File: config.mk
export PLATFORM = sky130hd
export DESIGN_NAME = peak_interp_sched
export DESIGN_NICKNAME = d
export VERILOG_FILES = /design/src/rtl/peak_interp_sched.sv
export SDC_FILE = /design/constraint.sdc
export NUM_CORES = 1
export LEC_CHECK = 0
export BUFFER_PORTS_ARGS = -buffer_cell sky130_fd_sc_hd__buf_4
export CORE_MARGIN = 4
export CORE_UTILIZATION = 55
export CTS_CLUSTER_DIAMETER = 30
export DETAILED_ROUTE_END_ITERATION = 16
export MAX_ROUTING_LAYER = met4
export PLACE_DENSITY_LB_ADDON = 0.15
export SLEW_MARGIN = 10
export SYNTH_ARGS = -nofsm -noshare
export SYNTH_HDL_FRONTEND = slang
export SYNTH_SLANG_ARGS = --single-unit
File: constraint.sdc
create_clock -name clk -period 6.6 [get_ports clk]
set_clock_uncertainty 0.2 [all_clocks]
set_input_delay 0.33 -clock clk [delete_from_list [all_inputs] [get_ports clk]]
set_output_delay 0.33 -clock clk [all_outputs]
set_load 0.01 [all_outputs]
File: src/rtl/peak_interp_sched.sv
// rtl/peak_interp_sched.sv - peak slot register file with parabolic-interpolation scheduler
// Slots are interpolated in index order via a shared divider and streamed out one per handshake.
module peak_interp_sched #(
  parameter int NPEAKS    = 4,
  parameter int BIN_WIDTH = 10
) (
  input  logic                      clk,
  input  logic                      reset,
  input  logic                      load_valid,
  input  logic [$clog2(NPEAKS)-1:0] load_idx,
  input  logic [15:0]               load_bin,
  input  logic [31:0]               load_m0,
  input  logic [31:0]               load_m1,
  input  logic [31:0]               load_m2,
  input  logic                      start,
  output logic                      busy,
  output logic                      div_req,
  output logic [31:0]               div_num,
  output logic [31:0]               div_den,
  input  logic                      div_ack,
  input  logic [31:0]               div_quot,
  output logic                      source_valid,
  output logic                      source_sop,
  output logic                      source_eop,
  input  logic                      source_ready,
  output logic [31:0]               source_freq,
  output logic [31:0]               source_mag
);

  localparam int IW = $clog2(NPEAKS);
  localparam logic [IW-1:0] LAST = IW'(NPEAKS - 1);
  localparam logic signed [31:0] BW = 32'(BIN_WIDTH);

  typedef enum logic [1:0] {IDLE, ISSUE, WAIT, EMIT} state_t;

  state_t state, state_next;
  logic [IW-1:0] k;

  logic [15:0]        slot_bin [NPEAKS];
  logic signed [31:0] slot_m0  [NPEAKS];
  logic signed [31:0] slot_m1  [NPEAKS];
  logic signed [31:0] slot_m2  [NPEAKS];

  logic signed [31:0] den_k, num_k, emit_delta, emit_freq;
  logic den_pos, emit_load, handshake;

  // Quotient is in 1/256-bin units; limit the correction to half a bin either way.
  function automatic logic signed [31:0] clamp_delta(input logic signed [31:0] q);
    if (q > 32'sd128) return 32'sd128;
    else if (q < -32'sd128) return -32'sd128;
    else return q;
  endfunction

  assign den_k      = (slot_m1[k] <<< 1) - slot_m0[k] - slot_m2[k];
  assign num_k      = (slot_m2[k] - slot_m0[k]) <<< 7;
  assign den_pos    = den_k > 0;
  assign handshake  = (state == EMIT) && source_ready;
  assign emit_load  = ((state == ISSUE) && !den_pos) || ((state == WAIT) && div_ack);
  assign emit_delta = (state == WAIT) ? clamp_delta($signed(div_quot)) : 32'sd0;
  assign emit_freq  = ($signed({8'd0, slot_bin[k], 8'd0}) + emit_delta) * BW;
  assign busy       = (state != IDLE);

  always_ff @(posedge clk) begin
    if (reset) state <= IDLE;
    else       state <= state_next;
  end

  always_comb begin
    state_next = state;
    case (state)
      IDLE:  if (start) state_next = ISSUE;
      ISSUE: state_next = den_pos ? WAIT : EMIT;
      WAIT:  if (div_ack) state_next = EMIT;
      EMIT:  if (source_ready) state_next = (k == LAST) ? IDLE : ISSUE;
      default: state_next = IDLE;
    endcase
  end

  always_ff @(posedge clk) begin
    if (reset) begin
      k            <= '0;
      div_req      <= 1'b0;
      div_num      <= '0;
      div_den      <= '0;
      source_valid <= 1'b0;
      source_sop   <= 1'b0;
      source_eop   <= 1'b0;
      source_freq  <= '0;
      source_mag   <= '0;
      for (int i = 0; i < NPEAKS; i++) begin
        slot_bin[i] <= '0;
        slot_m0[i]  <= '0;
        slot_m1[i]  <= '0;
        slot_m2[i]  <= '0;
      end
    end else begin
      if (!busy && load_valid) begin
        slot_bin[load_idx] <= load_bin;
        slot_m0[load_idx]  <= load_m0;
        slot_m1[load_idx]  <= load_m1;
        slot_m2[load_idx]  <= load_m2;
      end
      if ((state == IDLE) && start) k <= '0;
      if ((state == ISSUE) && den_pos) begin
        div_req <= 1'b1;
        div_num <= num_k;
        div_den <= den_k;
      end
      if ((state == WAIT) && div_ack) div_req <= 1'b0;
      if (emit_load) begin
        source_valid <= 1'b1;
        source_freq  <= emit_freq;
        source_mag   <= slot_m1[k];
        source_sop   <= (k == '0);
        source_eop   <= (k == LAST);
      end else if (handshake) begin
        source_valid <= 1'b0;
        source_sop   <= 1'b0;
        source_eop   <= 1'b0;
        if (k != LAST) k <= k + IW'(1);
      end
    end
  end

endmodule

Word level (Yosys, flattened, before mapping)
Memory sizes are Yosys's and may differ from the RTL's. A register that Yosys moved wholly into a read port is not among the register bits.
Cells that the tools add are included.
{ "word_totals": {"n_memories": 4, "elab_cells": 88, "ram_bits": 448, "out_inout_bits": 133, "in_bits": 152, "register_bits": 128} }
{ "classes": {"n_reduce_logical": 19, "n_eq_ne": 8, "addsub": 5, "magnitude_cmp": 3, "muxes": 38, "mul": 1} }
{ "mem_list": {"columns": ["memory", "depth", "width", "read_ports", "rd_clocked_by_memory_dff", "wr", "line", "source"], "rows": [
  ["slot_m0", 4, 32, 1, 1, 4, "40", "logic signed [31:0] slot_m0 [NPEAKS];"],
  ["slot_m1", 4, 32, 1, 1, 4, "41", "logic signed [31:0] slot_m1 [NPEAKS];"],
  ["slot_m2", 4, 32, 1, 1, 4, "42", "logic signed [31:0] slot_m2 [NPEAKS];"],
  ["slot_bin", 4, 16, 1, 1, 4, "39", "logic [15:0] slot_bin [NPEAKS];"]
]} }
{ "ops": {"columns": ["op", "count"], "rows": [
  ["$mux 32", 6],
  ["$reduce_or 32->1", 3],
  ["$sub 32x32->32", 2],
  ["$add 25x32->32", 1],
  ["$gt 32x1->1 const B", 1],
  ["$gt 32x9->1 const B", 1],
  ["$lt 32x8->1 const B", 1],
  ["$mul 32x4->31 const B", 1],
  ["$mux 2", 15],
  ["$sub 25x25->25", 1],
  ["$mux 16", 1],
  ["$reduce_or 16->1", 1],
  ["$mux 1", 15],
  ["$ne 2x2->1 const B", 4],
  ["$pmux 2 s4", 1],
  ["$eq 2x2->1 const B", 3],
  ["$logic_and 1x1->1", 6],
  ["$logic_not 2->1", 2],
  ["$reduce_bool 2->1", 2],
  ["$reduce_and 3->1", 1],
  ["$add 2x1->2 const B", 1],
  ["$eq 2x1->1 const B", 1],
  ["$logic_not 1->1", 2],
  ["$reduce_or 2->1", 1],
  ["$logic_or 1x1->1", 1]
]} }

Longest topological paths before layout
{ "depth": {"ltp_word": 8, "ltp_mapped": 35, "depth_no_buf": 33} }

Least setup slack after synthesis
Ideal clock, no wire load.
{ "synth_path": {"kind": "reg2reg", "start": "register, netlist name k[0]", "end": "register source_freq[30]", "slack_ns": -0.497, "required_ns": 6.330, "setup_ns": 0.070, "path_stages_with_launch": 32, "path_buffers": 4, "arrival_ns": 6.827, "synth_period_minus_slack_ns": 7.097, "cell_sequence": "dfxtp_1 -> buf_2 -> buf_1 -> buf_1 -> buf_1 -> mux4_2 -> ha_1 -> inv_1 -> fa_1 -> nor2b_1 -> o21ai_0 -> a21boi_0 -> o21ai_0 -> a21boi_0 -> o21ai_0 -> a21boi_0 -> o21ai_0 -> nand2_1 -> xor2_1 -> ha_1 -> ha_1 -> a21oi_1 -> o21bai_1 -> a21o_1 -> a21o_1 -> a21o_1 -> or3_1 -> o211ai_1 -> a31oi_1 -> o21a_1 -> a211o_1 -> a21oi_1"} }
{ "synth_rtl": {"columns": ["element", "line", "source"], "rows": [
  ["end signal: assignment", "112", "source_freq <= emit_freq;"],
  ["end: declaration", "26", "output logic [31:0] source_freq,"]
]} }

==> key figures <==
Die
  – Core ar.: 55400 um^2
  – IO Count: 285
  – Chip Height: 245 um
  – Initial core utilization: 55.9%
  – Die area: 60200 um^2
  – Num rows: 86
  – Die W: 245 um

STA
  – Final hold violations: 0
  – Post-route setup slack: 0.301 ns
  – Post-Route Setup TNS: 0 ns
  – Headroom to the max-slew limit: 33.6%
  – Slew @ Worst Pin: 0.995 ns
  – RSZ-0062 raised after global routing: false
  – F_max: 0.159 GHz
  – Pins Over Slew Limit: 0
  – Final setup viols: 0
  – Min cycle time layout: 6.30 ns
  – Final worst path period share: 95.4%

Synthesis
  – Seq cells post-synth: 575
  – Ys Warns: 0
  – Post-synthesis sequential area ratio: 51.7%
  – Area leader, netlist: edfxtp_1
  – Post-synth EDFFs: 448
  – Post-synthesis cell area: 31000 um^2
  – Synthesized area per cell: 11.8 um^2
  – Cell variety after synth: 71
  – Share of the synthesized area in the top cell type: 43.4%
  – Top_reg_cell synth: edfxtp_1
  – Post-synthesis cell count: 2619
  – Asr flop ratio synth: 0%
  – Top post-synthesis cells by area: edfxtp_1 (43%), and2_1 (9.3%), dfxtp_1 (8.2%), mux4_2 (8.1%), ha_1 (6.3%)

Clock network
  – CTS buffer count: 113
  – Worst-path clk slew: 0.05 ns
  – Root buf cell: clkbuf_16
  – Depth of the CTS H-tree: 3
  – CTS tree: built
  – Worst-skew pair later-pin latency: 0.69 ns
  – Sink Count: 575
  – CTS Buffer Depth: 3

Hold path
  – HP Class: input pin to register

Worst setup path
  – CP max FO: 52
  – CP Capture Type: register
  – Max incr delay on CP: 0.63 ns
  – Crit path cell chain: buf_12 -> buf_12 -> mux4_2 -> inv_1 -> fa_1 -> ha_1 -> nand3_1 -> nor3_1 -> nand3_1 -> a211oi_1 -> buf_4 -> o21a_1 -> o21ai_0 -> a2111oi_2 -> nand4_1 -> buf_4 -> or3_1 -> buf_12 -> a21oi_1 -> a211oi_1
  – CP bufs+invs: 6
  – Top cell family by delay on the critical path: compound AO/OA/AOI/OAI gates
  – CP required: 6.88 ns
  – Crit path DAT: 6.58 ns
  – Slowest CP cell: mux4_2
  – CP startpoint kind: register
  – Most frequent CP cell: buf_12
  – Critical path class: register to register

Placement
  – Worst slack, placed: -0.579 ns
  – RD Place Congestion: 0.954
  – DP HPWL: 59.8 mm
  – Placed Cells incl. Taps: 3609
  – IO Port Bufs: 276

GRT
  – Global-route wire length before repair: 137 mm
  – Largest net degree at the start of global routing: 81
  – Tot GR Track Use: 30.4%
  – Overflow after GRT: 0
  – Antenna violations before repair: 10
  – Vias in the first global route: 23000

Layout
  – Area grow syn2layout: 27.9%
  – Commonest non-fill, non-tap cell in the layout: and2_1
  – Non-filler cells in the finished layout: 3952
  – Most frequent cells in the layout: and2_1 (462), edfxtp_1 (448), buf_4 (384)
  – Final core utilization: 71.5%
  – Share of layout cells above drive strength 1: 23.3%
  – # nets final: 3440
  – Fill cell count: 3852

Route
  – Aggregate routed wire length: 89.3 mm
  – Routed via count: 22900
  – Post-route ant nets: 0
  – Drt via density: 5.80
  – DR WL/cell: 22.6 um
  – DR DRC count: 0
  – DRT Pass-1 Iters: 5
  – Initial drt markers: 2202

Power
  – Static leakage: 0.0160 uW
  – Maximum vdd drop: 287 uV
  – Total Power: 14700 uW
  – PD cells: 372 nW/um^2

Run status
  – Result of the run: completed

Flow run
  – Max-Cap Viols: 0
## stage by stage
| stage | hold WS [ns] | instance area (um^2) |
|---|---|---|
| 3_3_place_gp | 0.257 | 34500 |
| 4_1_cts | 0.0566 | 39500 |
| 5_1_grt | 0.140 | 39600 |
| 2_1_floorplan | 0.288 | 31000 |
| 3_5_place_dp | 0.258 | 34500 |
| 6_report | 0.0932 | 39600 |
## cell type report
type	count	area (um^2)	area share (%)
antenna	8	20.0	0.0505
clock buffer	124	2900	7.32
clock inverter	89	890	2.25
inverter	144	541	1.36
multi-input combinational	1745	13900	35.2
sequential	575	16000	40.4
tap	748	936	2.36
timing repair buffer	519	4390	11.1
## flip-flops by register name (all words and copies together), names as in the netlist, 2 cells and up
| signal | cells |
|---|---|
| div_den | 31 |
| div_num | 25 |
| k | 2 |
| slot_bin | 64 |
| slot_m0 | 128 |
| slot_m1 | 128 |
| slot_m2 | 128 |
| source_freq | 31 |
| source_mag | 32 |
| state | 2 |
## synth_stat cells, types with 35 or more instances
cell type	number
ha_1	157
clkbuf_1	125
inv_1	144
o21ai_0	125
a21o_1	37
mux4_2	112
nor3_1	44
nor2_1	86
nand2_1	56
nand3_1	95
edfxtp_1	448
a211oi_1	35
a21oi_1	192
and2_1	462
xnor2_1	57
dfxtp_1	127
## cells by family (layout without fill, tap and decap cells)
kind of cell / after synthesis / in the layout / share of synthesized area (%)
muxes: 117 / 117 / 8.31
adders and majority gates: 190 / 190 / 8.48
and+or+nand+nor: 842 / 842 / 15.5
DFF: 575 / 575 / 51.7
AOI/OAI and AO/OA: 510 / 510 / 10.0
xor gates and xnor gates: 78 / 78 / 2.21
other: 1 / 16 / 0.0121
buffers and inverters: 306 / 876 / 3.85
## per-layer routing
layer	GRT usage, %	part of all wire, %	vias to the layer above
li1	-	-	10500
met1	44.1	44	11400
met2	44.9	46	930
met3	5.98	8.3	123
met4	7.00	2.0	0
met5	-	0	-
## report_power, final
part / internal (uW) / switching [uW]
Clock: 3520 / 2020
Sequential: 4450 / 230
Combinational: 1890 / 2600
## worst register-to-register path: cells and delay by family, from the launching register on
family          cells  cell delay (ns)
flops               1             0.52
simple gates        5             1.21
buf+inv             6             1.24
mux                 1             0.65
compound gates      6             1.39
fa+ha+maj           2             0.89
## worst paths after layout
kind | from | endpoint | slack [ns] | cells past startpoint
worst max-delay path | k[0] | div_num[9] | 0.30 | 20
worst min-delay path | div_quot[2] | source_freq[3] | 0.09 | 5
worst max register to register | k[0] | div_num[9] | 0.30 | 20
worst min register to register | source_mag[8] | source_mag[8] | 0.26 | 2
## timing repair
item                                    CTS  global route
pin swaps                                 0            11
endpoints found under the setup margin    1           110
cloned                                    0             0
hold endpoints to repair                483             0
resized for setup                         2            19
hold buffers                            118             0
buffers inserted                          0             4
No activity file was read; power rests on OpenSTA's default activity.
